$ cat src/rtl/clock_divisor_pkg.sv
// Shared constants and types for the multi-channel clock divider.
// Imported by the divider top level and its per-channel sub-module.
package clock_divisor_pkg;

    localparam int CNT_W_DEF = 16;
    localparam int MIN_DIV   = 2;

    typedef struct packed {
        logic [CNT_W_DEF-1:0] cnt;
        logic [CNT_W_DEF-1:0] d_act;
        logic [CNT_W_DEF-1:0] d_shd;
        logic                 pending;
    } ch_state_t;

endpackage

$ cat src/rtl/clock_divisor_multi_div_channel.sv
// One divider channel: counter, active/shadow divide values and registered
// clock/tick outputs. Shadow values only become active on a period boundary.
module div_channel
    import clock_divisor_pkg::*;
#(
    parameter int               CNT_W    = CNT_W_DEF,
    parameter logic [CNT_W-1:0] DIV_INIT = CNT_W'(100)
) (
    input  logic             clock1M,
    input  logic             reset,
    input  logic             en,
    input  logic             sync,
    input  logic             wr,
    input  logic [CNT_W-1:0] wr_div,
    output logic             clk_out,
    output logic             tick,
    output logic             pending
);

    logic [CNT_W-1:0] cnt;
    logic [CNT_W-1:0] d_act;
    logic [CNT_W-1:0] d_shd;
    logic [CNT_W-1:0] cnt_nxt;
    logic             wrap;
    logic             xfer;

    always_comb begin
        wrap    = (cnt == d_act - CNT_W'(1));
        xfer    = !en || sync || wrap;
        cnt_nxt = cnt + CNT_W'(1);
        if (sync || wrap) begin
            cnt_nxt = '0;
        end
    end

    always_ff @(posedge clock1M or posedge reset) begin
        if (reset) begin
            cnt     <= DIV_INIT - CNT_W'(1);
            d_act   <= DIV_INIT;
            d_shd   <= DIV_INIT;
            clk_out <= 1'b0;
            tick    <= 1'b0;
            pending <= 1'b0;
        end else begin
            // Transfer uses the shadow as it was before any write on this edge.
            if (xfer) begin
                d_act <= d_shd;
            end
            if (wr) begin
                d_shd   <= wr_div;
                pending <= 1'b1;
            end else if (xfer) begin
                pending <= 1'b0;
            end
            if (!en) begin
                // Park on the last count of the incoming divide so the first
                // enabled edge always wraps to zero.
                cnt     <= d_shd - CNT_W'(1);
                clk_out <= 1'b0;
                tick    <= 1'b0;
            end else begin
                cnt     <= cnt_nxt;
                clk_out <= (cnt_nxt < (d_act >> 1));
                tick    <= (cnt_nxt == '0);
            end
        end
    end

endmodule

$ cat src/rtl/clock_divisor_multi.sv
// Multi-channel programmable clock divider: configuration write decode,
// error reporting and N_CH independent divider channels.
module clock_divisor_multi
    import clock_divisor_pkg::*;
#(
    parameter int                          N_CH    = 2,
    parameter int                          CNT_W   = CNT_W_DEF,
    parameter logic [N_CH-1:0][CNT_W-1:0]  DIV_RST = {16'd10, 16'd100},
    localparam int                         CH_W    = (N_CH > 1) ? $clog2(N_CH) : 1
) (
    input  logic             clock1M,
    input  logic             reset,
    input  logic [N_CH-1:0]  en,
    input  logic             sync,
    input  logic             cfg_we,
    input  logic [CH_W-1:0]  cfg_ch,
    input  logic [CNT_W-1:0] cfg_div,
    output logic [N_CH-1:0]  clk_out,
    output logic [N_CH-1:0]  tick,
    output logic [N_CH-1:0]  cfg_pending,
    output logic             cfg_err
);

    localparam logic [CH_W:0] N_CH_L = (CH_W + 1)'(N_CH);

    logic wr_ok;

    // Extra MSB lets the channel range check work when N_CH is a power of two.
    always_comb begin
        wr_ok = cfg_we && (cfg_div >= CNT_W'(MIN_DIV)) && ({1'b0, cfg_ch} < N_CH_L);
    end

    always_ff @(posedge clock1M or posedge reset) begin
        if (reset) begin
            cfg_err <= 1'b0;
        end else begin
            cfg_err <= cfg_we && !wr_ok;
        end
    end

    for (genvar gi = 0; gi < N_CH; gi++) begin : g_ch
        logic wr_sel;

        always_comb begin
            wr_sel = wr_ok && (cfg_ch == CH_W'(gi));
        end

        div_channel #(
            .CNT_W    (CNT_W),
            .DIV_INIT (DIV_RST[gi])
        ) u_ch (
            .clock1M (clock1M),
            .reset   (reset),
            .en      (en[gi]),
            .sync    (sync),
            .wr      (wr_sel),
            .wr_div  (cfg_div),
            .clk_out (clk_out[gi]),
            .tick    (tick[gi]),
            .pending (cfg_pending[gi])
        );
    end

endmodule

$ cat config.mk
export PLATFORM = sky130hd
export DESIGN_NAME = clock_divisor_multi
export DESIGN_NICKNAME = d
export VERILOG_FILES = /design/src/rtl/clock_divisor_pkg.sv /design/src/rtl/clock_divisor_multi_div_channel.sv /design/src/rtl/clock_divisor_multi.sv
export SDC_FILE = /design/constraint.sdc
export NUM_CORES = 1
export LEC_CHECK = 0
export ABC_CLOCK_PERIOD_IN_PS = 6600
export CORE_MARGIN = 2
export CORE_UTILIZATION = 40
export DETAILED_ROUTE_END_ITERATION = 16
export SLEW_MARGIN = 20
export SYNTH_ARGS = -nofsm -noshare
export SYNTH_HDL_FRONTEND = slang
export SYNTH_SLANG_ARGS = --single-unit
$ cat constraint.sdc
create_clock -name clock1M -period 6.6 [get_ports clock1M]
set_input_delay 1.32 -clock clock1M [delete_from_list [all_inputs] [get_ports clock1M]]
set_output_delay 1.32 -clock clock1M [all_outputs]
set_load 0.01 [all_outputs]
==> impl_metrics.xml <==
<?xml version="1.0" encoding="UTF-8"?>
<metrics>
  <group name="route">
    <metric name="route.final.wire_length" unit="um">18200</metric>
    <metric name="routed_via_count" unit="">5717</metric>
    <metric name="drc" unit="">0</metric>
    <metric name="avgViaCountPerCell" unit="">5.72</metric>
    <metric name="detail_route.first_pass.iterations" unit="">5</metric>
    <metric name="final_antenna_net_count" unit="">0</metric>
    <metric name="drt-initial-drc-count" unit="">403</metric>
    <metric name="per_cell_routed_wire_length" unit="um">18.2</metric>
  </group>
  <group name="timing">
    <metric name="final-setup-viol-count" unit="">0</metric>
    <metric name="final.setup_skew" unit="ps">8.77</metric>
    <metric name="post-route-period-util" unit="">0.691</metric>
    <metric name="timing.setup.tns" unit="ps">0</metric>
    <metric name="rsz_0062_raised_after_global_routing" unit="">false</metric>
    <metric name="worst_pin_slew" unit="ps">1100</metric>
    <metric name="hold_violations" unit="">0</metric>
    <metric name="max_slew_margin" unit="">0.262</metric>
    <metric name="final_critical_path_time_including_i_o_delays_and_setup" unit="ps">4560</metric>
    <metric name="fmax" unit="MHz">219</metric>
    <metric name="slew_violations" unit="">0</metric>
  </group>
  <group name="status">
    <metric name="status" unit="">finished clean</metric>
  </group>
  <group name="yosys">
    <metric name="post_synth_inst_count" unit="">767</metric>
    <metric name="synth.cells.most_frequent" unit="">sky130_fd_sc_hd__dfrtp_1, sky130_fd_sc_hd__xnor2_1, sky130_fd_sc_hd__mux2_2, sky130_fd_sc_hd__inv_1, sky130_fd_sc_hd__nor3_1</metric>
    <metric name="synth-compound-area-share" unit="">0.120</metric>
    <metric name="synth_top_family_by_area" unit="">simple AND/OR/NAND/NOR gates</metric>
    <metric name="mappedNetlistArea" unit="mm^2">0.00719</metric>
    <metric name="synth_fa_ha_area_frac" unit="">0.0592</metric>
    <metric name="synth_flop_cell" unit="">sky130_fd_sc_hd__dfrtp_1</metric>
    <metric name="yosys_warnings" unit="">0</metric>
    <metric name="cell_with_the_most_instances_after_synthesis" unit="">sky130_fd_sc_hd__dfrtp_1</metric>
    <metric name="ys_seq_area_frac" unit="">0.361</metric>
    <metric name="synth.mux.area_fraction" unit="">0.101</metric>
    <metric name="synth_area_leader_cell" unit="">sky130_fd_sc_hd__dfrtp_1</metric>
    <metric name="synth_edf_count" unit="">0</metric>
    <metric name="share_of_synthesized_cell_area_in_and_or_nand_and_nor_gates" unit="">0.181</metric>
    <metric name="synth_area_per_cell" unit="um^2">9.37</metric>
    <metric name="synth_nets" unit="">824</metric>
    <metric name="synth_cell_types" unit="">64</metric>
    <metric name="yosys_register_bits" unit="">103</metric>
    <metric name="synth.area.top_cells" unit="">sky130_fd_sc_hd__dfrtp_1, sky130_fd_sc_hd__mux2_2, sky130_fd_sc_hd__xnor2_1, sky130_fd_sc_hd__ha_1, sky130_fd_sc_hd__dfstp_2</metric>
    <metric name="postSynth.asyncResetShare" unit="">1.00</metric>
    <metric name="yosys.area_share.xor_xnor" unit="">0.121</metric>
    <metric name="synthDominantCellAreaShare" unit="">0.303</metric>
  </group>
  <group name="clock_network">
    <metric name="clkLatencyLatePin" unit="ps">360</metric>
    <metric name="cell_at_the_root_of_the_clock_tree" unit="">sky130_fd_sc_hd__clkbuf_16</metric>
    <metric name="post_cts.repair.setup_buffers" unit="">0</metric>
    <metric name="cts-htree-levels" unit="">3</metric>
    <metric name="tritoncts" unit="">yes</metric>
    <metric name="tritoncts_num_sinks" unit="">103</metric>
    <metric name="post_cts_resize_count" unit="">0</metric>
    <metric name="hold_fix_buffers_cts" unit="">0</metric>
    <metric name="tritoncts.num_buffers" unit="">9</metric>
    <metric name="cts.reportedPaths.clkPinSlew" unit="ps">70</metric>
    <metric name="max-clock-path-buffers" unit="">2</metric>
  </group>
  <group name="layout">
    <metric name="finish.net_count" unit="">823</metric>
    <metric name="post_route_cells_drive_above_1_share" unit="">0.130</metric>
    <metric name="fillCellCount" unit="">1690</metric>
    <metric name="insertedDiodeCount" unit="">0</metric>
    <metric name="flip_flop_and_latch_area" unit="mm^2">0.00260</metric>
    <metric name="fin_cells" unit="">1000</metric>
    <metric name="multiInputGateArea" unit="mm^2">0.00419</metric>
    <metric name="layout-area-overhead-vs-synth" unit="%">10.2</metric>
  </group>
  <group name="floorplanning">
    <metric name="starting_density" unit="">0.404</metric>
    <metric name="die_x" unit="um">138</metric>
    <metric name="fp.dieArea" unit="mm^2">0.0191</metric>
    <metric name="coreArea" unit="mm^2">0.0178</metric>
    <metric name="die_h" unit="um">138</metric>
    <metric name="core.rowCount" unit="">49</metric>
    <metric name="design.portCount" unit="">30</metric>
  </group>
  <group name="global_routing">
    <metric name="gr-usage-all-layers" unit="">0.193</metric>
    <metric name="grt.overflow.total" unit="">0</metric>
    <metric name="antenna_found_initial" unit="">0</metric>
    <metric name="grt_pass1_wl" unit="um">29700</metric>
    <metric name="number_of_global_route_vias_before_repair" unit="">5358</metric>
    <metric name="grt_start_max_net_pins" unit="">58</metric>
  </group>
  <group name="placed_design">
    <metric name="place.detailed.instances" unit="">984</metric>
    <metric name="detailed_place_hpwl" unit="um">13900</metric>
    <metric name="portBuffers" unit="">29</metric>
    <metric name="place.gp.congestion" unit="">0.894</metric>
  </group>
  <group name="worst_setup_path">
    <metric name="crit_path_max_fanout" unit="">10</metric>
    <metric name="worstSetupEndpointType" unit="">flop</metric>
    <metric name="required" unit="ps">6870</metric>
    <metric name="worst_setup_path_start_kind" unit="">flop</metric>
    <metric name="path_class" unit="">flop to flop</metric>
    <metric name="cp_data_arrival_time" unit="ps">4830</metric>
  </group>
  <group name="power">
    <metric name="power.static_leakage" unit="nW">3.15</metric>
    <metric name="cellPowerDensity" unit="mW/mm^2">266</metric>
    <metric name="ir_worst_vdd" unit="V">0.000177</metric>
  </group>
  <group name="job">
    <metric name="timing.max_cap.violations" unit="">0</metric>
  </group>
  <group name="hold_path">
    <metric name="min-delay-path-class" unit="">flop to flop</metric>
  </group>
</metrics>
==> cell usage in the layout, fill, tap and decap left out, types with 4 or more instances in the layout <==
cell	synthesis	routed
sky130_fd_sc_hd__nand3_1	25	25
sky130_fd_sc_hd__a2111oi_0	5	5
sky130_fd_sc_hd__a21o_1	7	7
sky130_fd_sc_hd__mux2_1	7	7
sky130_fd_sc_hd__dfstp_2	16	16
sky130_fd_sc_hd__nand2b_1	8	8
sky130_fd_sc_hd__ha_1	34	34
sky130_fd_sc_hd__and2_1	7	7
sky130_fd_sc_hd__xnor2_1	59	59
sky130_fd_sc_hd__nor4_1	21	21
sky130_fd_sc_hd__clkbuf_16	0	9
sky130_fd_sc_hd__nor3b_1	4	4
sky130_fd_sc_hd__nand3b_1	9	9
sky130_fd_sc_hd__a21oi_1	16	16
sky130_fd_sc_hd__inv_1	48	47
sky130_fd_sc_hd__nand2_1	34	34
sky130_fd_sc_hd__mux2i_1	7	7
sky130_fd_sc_hd__o21ai_0	18	18
sky130_fd_sc_hd__o22ai_1	35	35
sky130_fd_sc_hd__buf_4	6	7
sky130_fd_sc_hd__nor2_1	44	44
sky130_fd_sc_hd__dfrtp_1	87	87
sky130_fd_sc_hd__nand4_1	13	13
sky130_fd_sc_hd__and3_1	12	12
sky130_fd_sc_hd__clkdlybuf4s50_1	0	29
sky130_fd_sc_hd__nor3_1	48	48
sky130_fd_sc_hd__a211oi_1	6	6
sky130_fd_sc_hd__xor2_1	40	40
sky130_fd_sc_hd__mux2_2	51	51
sky130_fd_sc_hd__or4_1	5	5
sky130_fd_sc_hd__o211ai_1	4	4
sky130_fd_sc_hd__a31oi_1	8	8
==> area by class of cell <==
cell class,instances,share of cell area
Timing Repair Buffer,36,0.0433
Inverter,48,0.0231
Sequential cell,103,0.328
Clock inverter,6,0.0117
Multi-Input combinational cell,568,0.529
Clock buffer,10,0.0289
Tap cell,229,0.0362
==> power breakdown <==
part	switching, mW	total [mW]	internal [mW]	leakage, nW
registers	0.182	0.923	0.742	1.22
logic	0.313	0.602	0.289	1.77
clock network	0.249	0.585	0.336	0.155
total	0.743	2.11	1.37	3.15
==> routing by layer <==
| metal | vias to the layer above | track usage | routed length, um |
|---|---|---|---|
| li1 | 2773 | - | - |
| met1 | 2792 | 0.302 | 9550 |
| met2 | 137 | 0.276 | 7680 |
| met3 | 15 | 0.0308 | 823 |
| met4 | 0 | 0.0494 | 200 |
| met5 | - | 0 | 0 |
==> metrics by stage <==
step | total power, mW | hold slack [ps] | instance area, um^2 | setup slack [ps] | util
2_1_floorplan | 1.35 | 456 | 7190 | 2600 | -
5_1_grt | 2.23 | 516 | 7920 | 1310 | 0.445
3_3_place_gp | 1.53 | 475 | 7600 | 2180 | 0.427
3_5_place_dp | 1.53 | 479 | 7600 | 2050 | 0.427
6_report | 2.11 | 491 | 7920 | 2040 | 0.445
4_1_cts | 2.12 | 491 | 7920 | 2020 | 0.445
==> worst paths after layout <==
path / from / to / slack, ps / cells past startpoint
setup / recovery: g_ch[1].u_ch.d_act[2]$_DFFE_PP0P_ / g_ch[1].u_ch.clk_out$_DFF_PP0_ / 2040 / 13
hold / removal: g_ch[0].u_ch.d_shd[0]$_DFFE_PP0P_ / g_ch[0].u_ch.cnt[0]$_DFF_PP1_ / 490 / 1
setup reg to reg: g_ch[1].u_ch.d_act[2]$_DFFE_PP0P_ / g_ch[1].u_ch.clk_out$_DFF_PP0_ / 2040 / 13
hold reg to reg: g_ch[0].u_ch.d_shd[0]$_DFFE_PP0P_ / g_ch[0].u_ch.cnt[0]$_DFF_PP1_ / 490 / 1
max in group asynchronous: reset / g_ch[0].u_ch.d_act[6]$_DFFE_PP1P_ / 4090 / 3
min in group asynchronous: reset / g_ch[1].u_ch.d_shd[4]$_DFFE_PP0P_ / 1430 / 2
==> worst max-delay path, stage by stage (launching register included) <==
cell	delay (ps)
sky130_fd_sc_hd__dfrtp_1	460
sky130_fd_sc_hd__nor4_2	670
sky130_fd_sc_hd__o211ai_1	170
sky130_fd_sc_hd__a2111oi_0	500
sky130_fd_sc_hd__nand4_1	280
sky130_fd_sc_hd__nor3_1	660
sky130_fd_sc_hd__buf_4	300
sky130_fd_sc_hd__nor3_1	70
sky130_fd_sc_hd__ha_1	300
sky130_fd_sc_hd__a2111oi_0	500
sky130_fd_sc_hd__o21ai_0	160
sky130_fd_sc_hd__o211ai_1	140
sky130_fd_sc_hd__o21ai_0	90
sky130_fd_sc_hd__o21ai_0	170
==> cells by family after synthesis <==
logic type / count (synthesis)
AOI/OAI and AO/OA: 125
xor gates and xnor gates: 99
adders and majority gates: 34
buffers and inverters: 96
DFF: 103
muxes: 65
and+or+nand+nor: 245
==> sequential cells by signal (all words and copies together), names as in the netlist <==
| name | count |
|---|---|
| g_ch.u_ch.d_shd | 32 |
| g_ch.u_ch.d_act | 32 |
| g_ch.u_ch.tick | 2 |
| g_ch.u_ch.clk_out | 2 |
| g_ch.u_ch.pending | 2 |
| cfg_err | 1 |
| g_ch.u_ch.cnt | 32 |
Power figures use the tool's default switching activity.
